===== src/rtl/acq_playback_ctrl_if.sv =====
// rtl/acq_playback_ctrl_if.sv - sample memory bank link between bank and playback controller
interface acq_playback_ctrl_if #(
    parameter int SAMPLE_WIDTH = 3
);
    logic                    ready;
    logic                    sample_valid;
    logic                    frame_start;
    logic                    frame_end;
    logic [SAMPLE_WIDTH-1:0] data_in;
    logic                    mode;

    // Controller side: drives the bank mode, consumes its playback stream
    modport master (
        output mode,
        input  ready,
        input  sample_valid,
        input  frame_start,
        input  frame_end,
        input  data_in
    );

    // Bank side: follows mode, produces capture status and playback samples
    modport slave (
        input  mode,
        output ready,
        output sample_valid,
        output frame_start,
        output frame_end,
        output data_in
    );
endinterface


===== src/rtl/acq_playback_ctrl.sv =====
// rtl/acq_playback_ctrl.sv - sequences sample bank capture/playback and accumulates per-bin frame sums
module acq_playback_ctrl #(
    parameter int SAMPLE_WIDTH = 3,
    parameter int FRAME_LEN    = 50400,
    parameter int NUM_BINS     = 16,
    parameter int BIN_WIDTH    = 6,
    parameter int SUM_WIDTH    = 20,
    parameter int MAG_WIDTH    = 19
) (
    input  logic                        clk,
    input  logic                        reset_n,
    input  logic                        start,
    input  logic                        abort,
    acq_playback_ctrl_if.master         bank,
    output logic [BIN_WIDTH-1:0]        bin,
    output logic                        result_valid,
    output logic signed [SUM_WIDTH-1:0] sum_out,
    output logic [MAG_WIDTH-1:0]        mag_out,
    output logic                        busy,
    output logic                        done,
    output logic                        sync_error
);

    typedef enum logic [2:0] {
        S_IDLE  = 3'd0,
        S_FILL  = 3'd1,
        S_ARM   = 3'd2,
        S_ACCUM = 3'd3,
        S_DONE  = 3'd4
    } state_t;

    localparam logic [BIN_WIDTH-1:0] LAST_BIN = BIN_WIDTH'(NUM_BINS - 1);

    // Frame length is set by the bank's framing flags; a too-narrow magnitude sum only wraps
    if (7 * FRAME_LEN >= 2 ** MAG_WIDTH) begin : g_mag_sum_can_wrap
    end

    state_t                 state_q, state_d;
    logic [BIN_WIDTH-1:0]   bin_q, bin_d;
    logic [SUM_WIDTH-1:0]   acc_sum_q, acc_sum_d;
    logic [MAG_WIDTH-1:0]   acc_mag_q, acc_mag_d;
    logic [SUM_WIDTH-1:0]   sum_out_q, sum_out_d;
    logic [MAG_WIDTH-1:0]   mag_out_q, mag_out_d;
    logic                   result_valid_q, result_valid_d;
    logic                   done_q, done_d;
    logic                   sync_error_q, sync_error_d;
    // Set after each frame_end: the next valid sample must open a new frame
    logic                   expect_start_q, expect_start_d;

    logic [SAMPLE_WIDTH-2:0] mag_code;
    logic [SUM_WIDTH-1:0]    smp_abs;
    logic [SUM_WIDTH-1:0]    smp_val;
    logic [MAG_WIDTH-1:0]    smp_mag;
    logic [SUM_WIDTH-1:0]    new_sum;
    logic [MAG_WIDTH-1:0]    new_mag;

    // Sign/magnitude decode: code m maps to 2m+1, negated when the sign bit is set
    always_comb begin
        mag_code = bank.data_in[SAMPLE_WIDTH-2:0];
        smp_abs  = SUM_WIDTH'({mag_code, 1'b1});
        smp_mag  = MAG_WIDTH'({mag_code, 1'b1});
        smp_val  = bank.data_in[SAMPLE_WIDTH-1] ? (~smp_abs + SUM_WIDTH'(1)) : smp_abs;
        // ARM seeds the sums with the frame's first sample; ACCUM adds to the running sums
        new_sum  = ((state_q == S_ARM) ? '0 : acc_sum_q) + smp_val;
        new_mag  = ((state_q == S_ARM) ? '0 : acc_mag_q) + smp_mag;
    end

    // Next-state and datapath control
    always_comb begin
        state_d        = state_q;
        bin_d          = bin_q;
        acc_sum_d      = acc_sum_q;
        acc_mag_d      = acc_mag_q;
        sum_out_d      = sum_out_q;
        mag_out_d      = mag_out_q;
        result_valid_d = 1'b0;
        done_d         = 1'b0;
        sync_error_d   = sync_error_q;
        expect_start_d = expect_start_q;

        if (state_q != S_IDLE && abort) begin
            state_d = S_IDLE;
        end else begin
            case (state_q)
                S_IDLE: begin
                    if (start) begin
                        state_d        = S_FILL;
                        sync_error_d   = 1'b0;
                        bin_d          = '0;
                        expect_start_d = 1'b0;
                    end
                end
                S_FILL: begin
                    if (bank.ready) begin
                        state_d = S_ARM;
                    end
                end
                S_ARM, S_ACCUM: begin
                    if (bank.sample_valid) begin
                        if (state_q == S_ARM && !bank.frame_start) begin
                            // Tail of a frame already in flight when playback began: skip it
                            state_d = S_ARM;
                        end else if (state_q == S_ACCUM && expect_start_q && !bank.frame_start) begin
                            // Lost framing: drop the sample and re-arm on the same bin
                            sync_error_d   = 1'b1;
                            acc_sum_d      = '0;
                            acc_mag_d      = '0;
                            expect_start_d = 1'b0;
                            state_d        = S_ARM;
                        end else if (bank.frame_end) begin
                            sum_out_d      = new_sum;
                            mag_out_d      = new_mag;
                            result_valid_d = 1'b1;
                            acc_sum_d      = '0;
                            acc_mag_d      = '0;
                            expect_start_d = 1'b1;
                            if (bin_q == LAST_BIN) begin
                                state_d = S_DONE;
                            end else begin
                                bin_d   = bin_q + BIN_WIDTH'(1);
                                state_d = S_ACCUM;
                            end
                        end else begin
                            acc_sum_d      = new_sum;
                            acc_mag_d      = new_mag;
                            expect_start_d = 1'b0;
                            state_d        = S_ACCUM;
                        end
                    end
                end
                S_DONE: begin
                    done_d  = 1'b1;
                    state_d = S_IDLE;
                end
                default: begin
                    state_d = S_IDLE;
                end
            endcase
        end
    end

    // State and datapath registers
    always_ff @(posedge clk) begin
        if (!reset_n) begin
            state_q        <= S_IDLE;
            bin_q          <= '0;
            acc_sum_q      <= '0;
            acc_mag_q      <= '0;
            sum_out_q      <= '0;
            mag_out_q      <= '0;
            result_valid_q <= 1'b0;
            done_q         <= 1'b0;
            sync_error_q   <= 1'b0;
            expect_start_q <= 1'b0;
        end else begin
            state_q        <= state_d;
            bin_q          <= bin_d;
            acc_sum_q      <= acc_sum_d;
            acc_mag_q      <= acc_mag_d;
            sum_out_q      <= sum_out_d;
            mag_out_q      <= mag_out_d;
            result_valid_q <= result_valid_d;
            done_q         <= done_d;
            sync_error_q   <= sync_error_d;
            expect_start_q <= expect_start_d;
        end
    end

    // Bank is in playback only while waiting for or consuming frames
    always_comb begin
        bank.mode    = (state_q == S_ARM) || (state_q == S_ACCUM);
        busy         = (state_q != S_IDLE);
        bin          = bin_q;
        result_valid = result_valid_q;
        sum_out      = sum_out_q;
        mag_out      = mag_out_q;
        done         = done_q;
        sync_error   = sync_error_q;
    end

endmodule


===== src/flat_wrapper.sv =====
// flat-port wrapper written by rule: the top's interface ports become plain ports
module acq_playback_ctrl_flat 
#(
    parameter int SAMPLE_WIDTH = 3,
    parameter int FRAME_LEN    = 50400,
    parameter int NUM_BINS     = 16,
    parameter int BIN_WIDTH    = 6,
    parameter int SUM_WIDTH    = 20,
    parameter int MAG_WIDTH    = 19
)
  (clk, reset_n, start, abort, bin, result_valid, sum_out, mag_out, busy, done, sync_error, bank_mode, bank_ready, bank_sample_valid, bank_frame_start, bank_frame_end, bank_data_in);
  acq_playback_ctrl_if #(.SAMPLE_WIDTH(SAMPLE_WIDTH)) bank_i ();
  input  logic clk;
  input  logic reset_n;
  input  logic start;
  input  logic abort;
  output logic [BIN_WIDTH-1:0] bin;
  output logic result_valid;
  output logic signed [SUM_WIDTH-1:0] sum_out;
  output logic [MAG_WIDTH-1:0] mag_out;
  output logic busy;
  output logic done;
  output logic sync_error;
  output wire logic [$bits(bank_i.mode)-1:0] bank_mode;
  input wire logic [$bits(bank_i.ready)-1:0] bank_ready;
  input wire logic [$bits(bank_i.sample_valid)-1:0] bank_sample_valid;
  input wire logic [$bits(bank_i.frame_start)-1:0] bank_frame_start;
  input wire logic [$bits(bank_i.frame_end)-1:0] bank_frame_end;
  input wire logic [$bits(bank_i.data_in)-1:0] bank_data_in;
  assign bank_mode = bank_i.mode;
  assign bank_i.ready = bank_ready;
  assign bank_i.sample_valid = bank_sample_valid;
  assign bank_i.frame_start = bank_frame_start;
  assign bank_i.frame_end = bank_frame_end;
  assign bank_i.data_in = bank_data_in;
  acq_playback_ctrl #(.SAMPLE_WIDTH(SAMPLE_WIDTH), .FRAME_LEN(FRAME_LEN), .NUM_BINS(NUM_BINS), .BIN_WIDTH(BIN_WIDTH), .SUM_WIDTH(SUM_WIDTH), .MAG_WIDTH(MAG_WIDTH)) u_core (.clk(clk), .reset_n(reset_n), .start(start), .abort(abort), .bank(bank_i), .bin(bin), .result_valid(result_valid), .sum_out(sum_out), .mag_out(mag_out), .busy(busy), .done(done), .sync_error(sync_error));
endmodule

===== config.mk =====
export PLATFORM = sky130hd
export DESIGN_NAME = acq_playback_ctrl_flat
export DESIGN_NICKNAME = d
export VERILOG_FILES = /design/src/rtl/acq_playback_ctrl_if.sv /design/src/rtl/acq_playback_ctrl.sv /design/src/flat_wrapper.sv
export SDC_FILE = /design/constraint.sdc
export NUM_CORES = 1
export LEC_CHECK = 0
export BUFFER_PORTS_ARGS = -buffer_cell sky130_fd_sc_hd__buf_2
export CAP_MARGIN = 20
export CORE_AREA = 3 3 145 147
export CTS_CLUSTER_DIAMETER = 100
export DETAILED_ROUTE_END_ITERATION = 8
export DIE_AREA = 0 0 148 150
export SETUP_SLACK_MARGIN = 0.4
export SLEW_MARGIN = 15
export SYNTH_ARGS = -nofsm -noshare
export SYNTH_HDL_FRONTEND = slang
export SYNTH_SLANG_ARGS = --single-unit

===== constraint.sdc =====
create_clock -name clk -period 7.23 [get_ports clk]
set_input_delay 0.3615 -clock clk [delete_from_list [all_inputs] [get_ports clk]]
set_output_delay 0.3615 -clock clk [all_outputs]
set_load 0.01 [all_outputs]

==> results by stage <==
Routing:
- The routed layout has 4754 vias.
- Once detail routing completed, the nets flagged for antenna violations numbered 0.
- The average routed wire per standard cell is 14.2 µm.
- Dividing the detail-routed via count by the number of cells gives 4.89.
- The routed design has 13800 µm of wire.
- The number of design rule violations left after detail routing is 0.
- Before antenna repair, the detailed router went through 5 iterations.
- The number of DRC markers after the initial detailed-route iteration is 323.

Pwr:
- In this run, flip-flops and latches consume 45.2% of the power.
- The power after layout is 1.16 mW.
- The total net switching power is 330 µW.
- Per report_power, the clock group accounts for 39.6% of the total.
- The switching share of power is 28.4%.
- The combinational group share of total power is 15.2%.
- Cell internal power was estimated by the tool at 833 µW.
- Summed over all cells, the static leakage comes to 2.47 nW.
- The maximum VDD drop is 74.9 µV.
- The areal power density over the cells is 189 nW/µm².

CTS:
- The post-cts hold buffer count is 0.
- The maximum buffer depth of the clock tree is 2.
- The number of clock sinks seen by CTS is 91.
- The tree is rooted in a sky130_fd_sc_hd__clkbuf_16.
- The H-tree level count is 3.
- After clock tree synthesis, the clock-pin slew on the worst setup and hold paths is 0.07 ns.
- The number of setup buffers added after CTS is 0.
- The TritonCTS buffer count is 9.
- Clock latency on the worst-skew pair, taken at its later pin, is 0.35 ns.
- TritonCTS built the clock tree.
- The count of instances resized after the clock tree is built is 0.

Setup path:
- The largest stage delay on the critical path is 0.53 ns.
- The number of cells on the worst reg-to-reg path is 11.
- The worst setup path is launched from a flip-flop.
- The worst setup path is captured at a flip-flop.
- For this design, the slowest cell found on the critical path is sky130_fd_sc_hd__dfxtp_1.
- Broken down by cell family, the worst path's largest delay share belongs to compound AO/OA/AOI/OAI gates.
- The maximum fanout encountered on the critical timing path is 50.
- The signal on the critical path passes through or3b_1, buf_4, and2_1, inv_1, fa_1, nor2b_1, o2111ai_1, a21oi_1, o2111ai_1, and3_1, a311o_1.
- The number of buffers and inverters on the critical path is 2.
- By startpoint and endpoint, the worst setup path is classified as flip-flop to flip-flop.
- Counting stages on the worst path, the most repeated cell is sky130_fd_sc_hd__o2111ai_1.
- In this run the number of cells on the critical path is 11.
- Data on the critical path is required at its endpoint by 7.47 ns.
- The arrival time of data at the critical path endpoint is 3.72 ns.

Finish:
- The repair_antennas step left the layout with diodes totalling 0.
- The post-layout instance count excluding filler cells is 973.
- Fill cells in the final layout number 2214.
- The post-route core utilization is 30.8%.
- The final design instance area without fill is 6170 µm².
- The final layout contains 732 nets.
- From synthesis to final layout, the design area changed by 15.2%.
- The proportion of layout cells with a drive suffix above 1 is 13.2%.

Logic synthesis:
- The area share of the leading cell type in the synthesized netlist is 34.0%.
- Of all cell types, the one taking the most synthesized area is sky130_fd_sc_hd__dfxtp_1.
- Yosys attributes the largest share of cell area to sky130_fd_sc_hd__dfxtp_1 34%, sky130_fd_sc_hd__nand2_1 6.4%, sky130_fd_sc_hd__ha_1 4.9%, sky130_fd_sc_hd__xor2_1 4.1%, sky130_fd_sc_hd__and2_1 3.5%.
- Summing the sequential cell areas from Yosys gives 34.0% of the chip area.
- After synthesis the cells add up to 5360 µm².
- Summing the areas of all fa, ha and maj instances in the mapped netlist gives 5.65% of the synthesized area.
- By count the netlist is led by 91 x sky130_fd_sc_hd__dfxtp_1, 91 x sky130_fd_sc_hd__nand2_1, 36 x sky130_fd_sc_hd__o21ai_0.
- The synthesized netlist devotes 28.0% of its cell area to simple gates.
- Yosys printed 0 warnings.
- Yosys mapped a number of flops with a built-in enable equal to 0.
- In this run the mean area of a mapped cell was 8.11 µm².
- In the synthesized netlist, the number of instances is 661.
- The proportion of synthesized area in mux cells is 0.560%.
- The synthesized netlist contains 67 unique library cells.
- Counting every net in the synthesized netlist gives 695.
- The most frequently used flop master after synthesis is sky130_fd_sc_hd__dfxtp_1.
- The share of flip-flops with an asynchronous set or reset is 0%.
- The area fraction in compound gates after synthesis is 23.0%.
- By area, the combinational part of the netlist is dominated by simple AND/OR/NAND/NOR gates.
- Summing the areas of all xor and xnor instances in the mapped netlist gives 5.07% of the synthesized area.
- Counting flops and latches in the post-synthesis netlist gives 91.

Hold path:
- The path class of the tightest hold or removal check is input port to flip-flop.
- The count of cells along the worst hold path is 3.

Timing:
- The final period demand of the worst path is 3.49 ns.
- The max-slew violation total from the final report was 0.
- The fraction of the cycle the final worst path needs is 48.2%.
- After routing, the total negative slack on setup checks comes to 0 ns.
- Headroom to the max-slew limit came out at 32.5%.
- The clock skew is 0.00989 ns.
- The setup violation total in the final timing report is 0.
- The number of failing hold endpoints at the final stage is 0.
- The transition time at the pin with the least slew margin is 1.01 ns.
- Timing would allow up to 0.287 GHz.
- Setup repair after global routing left no endpoint under its margin.

Floorplanning:
- In this run the horizontal extent of the chip is 148 µm.
- Row generation in the floorplan step produced 52 rows.
- The floorplan step defined a die boundary enclosing 22200 µm².
- The region available for standard cell placement spans 20000 µm².
- The starting density of the core is 26.7%.
- 61 I/O pins were placed.
- Measured along the y axis, the die boundary spans 150 µm.

GRT:
- The via count of the first global-routing pass is 4453.
- The residual overflow from global routing is 0.
- The initial antenna violation count came to 0.
- The total routing usage reported by global routing is 12.4%.
- The first global-routing pass estimated 22600 µm of wire.
- The largest net degree at the start of global routing is 79.

Placed design:
- The routability congestion estimate from global placement is 0.841.
- The post-detailed-placement half-perimeter wirelength is 9570 µm.
- The total placed instance area is 5880 µm².
- The number of placed instances, taps included, is 957.
- The count of buffers added on input and output ports is 60.

Job:
- The total of max-cap violations is 0.

Outcome:
- The run finished with clean final reports.
[sequential cells by signal, summed over array words and instances, names as in the netlist]
signal and flops:
u_core.sum_out 20, u_core.mag_out 19, u_core.result_valid 1, u_core.state_q 3, u_core.expect_start_q 1, u_core.bin 6
u_core.sync_error 1, u_core.acc_sum_q 20, u_core.acc_mag_q 19, u_core.done 1
[kinds of logic after synthesis]
group	after synthesis
buffers and inverters	50
flip-flops	91
AND/OR/NAND/NOR	285
XOR/XNOR	31
multiplexers	3
AO/OA/AOI/OAI	178
adder cells (fa/ha/maj)	23
[layout make-up]
type / instances / area [µm²] / area share (%)
clock inverter: 3 / 21.3 / 0.345
inverter: 12 / 45.0 / 0.730
clock buffer: 13 / 270 / 4.38
timing repair buffer: 64 / 338 / 5.48
sequential: 91 / 1820 / 29.5
tap: 270 / 338 / 5.48
multi-input combinational: 520 / 3340 / 54.1
[final timing paths]
check | start | endpoint | slack [ns]
worst max-delay path | u_core.state_q[0] | u_core.sum_out[16] | 3.74
worst max register to register | u_core.state_q[0] | u_core.sum_out[16] | 3.74
worst min register to register | u_core.acc_sum_q[15] | u_core.acc_sum_q[15] | 0.44
worst min-delay path | bank_sample_valid | u_core.state_q[1] | 0.34
[routing by layer]
| metal | wire length, µm | GRT usage [%] | up-vias |
|---|---|---|---|
| met5 | 0 | 0 | - |
| met4 | 139 | 3.09 | 0 |
| met3 | 617 | 3.42 | 10 |
| met2 | 6310 | 19.7 | 66 |
| met1 | 6710 | 16.8 | 2220 |
| li1 | - | - | 2458 |
[power groups by stage]
stage               registers (mW)  clock network (mW)  logic [mW]
floorplan                    0.529                   0       0.137
global placement             0.537                   0       0.177
detailed placement           0.538                   0       0.176
CTS                          0.526               0.475       0.177
global route                 0.529               0.496       0.199
finish                       0.526               0.461       0.176
[per-stage QoR]
step / hold WS [ns] / worst slack [ns]
3_5_place_dp: 0.431 / 3.77
6_report: 0.337 / 3.74
5_1_grt: 0.337 / 3.45
4_1_cts: 0.330 / 3.75
3_3_place_gp: 0.426 / 3.81
2_1_floorplan: 0.417 / 3.99
[tightest hold or removal path, delay by kind of cell]
| family | cells | cell delay [ns] |
|---|---|---|
| buf+inv | 1 | 0.10 |
| compound gates | 2 | 0.17 |
[cells in the final DEF, fill, tap and decap left out, drive strengths merged, types with 6 or more instances in the layout]
master  Yosys  layout
nor3        9       9
and3       18      18
and2       30      30
nand2      91      91
a32o        6       6
nor2b      20      20
a21oi      36      36
dfxtp      91      91
nor4        6       6
o31ai      10      10
o211ai      9       9
o211a       8       8
xnor2       6       6
ha         21      21
inv        12      12
clkbuf     25      13
o21a        7       7
o21ai      43      43
xor2       25      25
nand4      11      11
or3         7       7
a22oi       8       8
a21boi     19      19
nand3      31      31
nor2       32      32
buf        13      64
(Power assumes the default switching activity.)
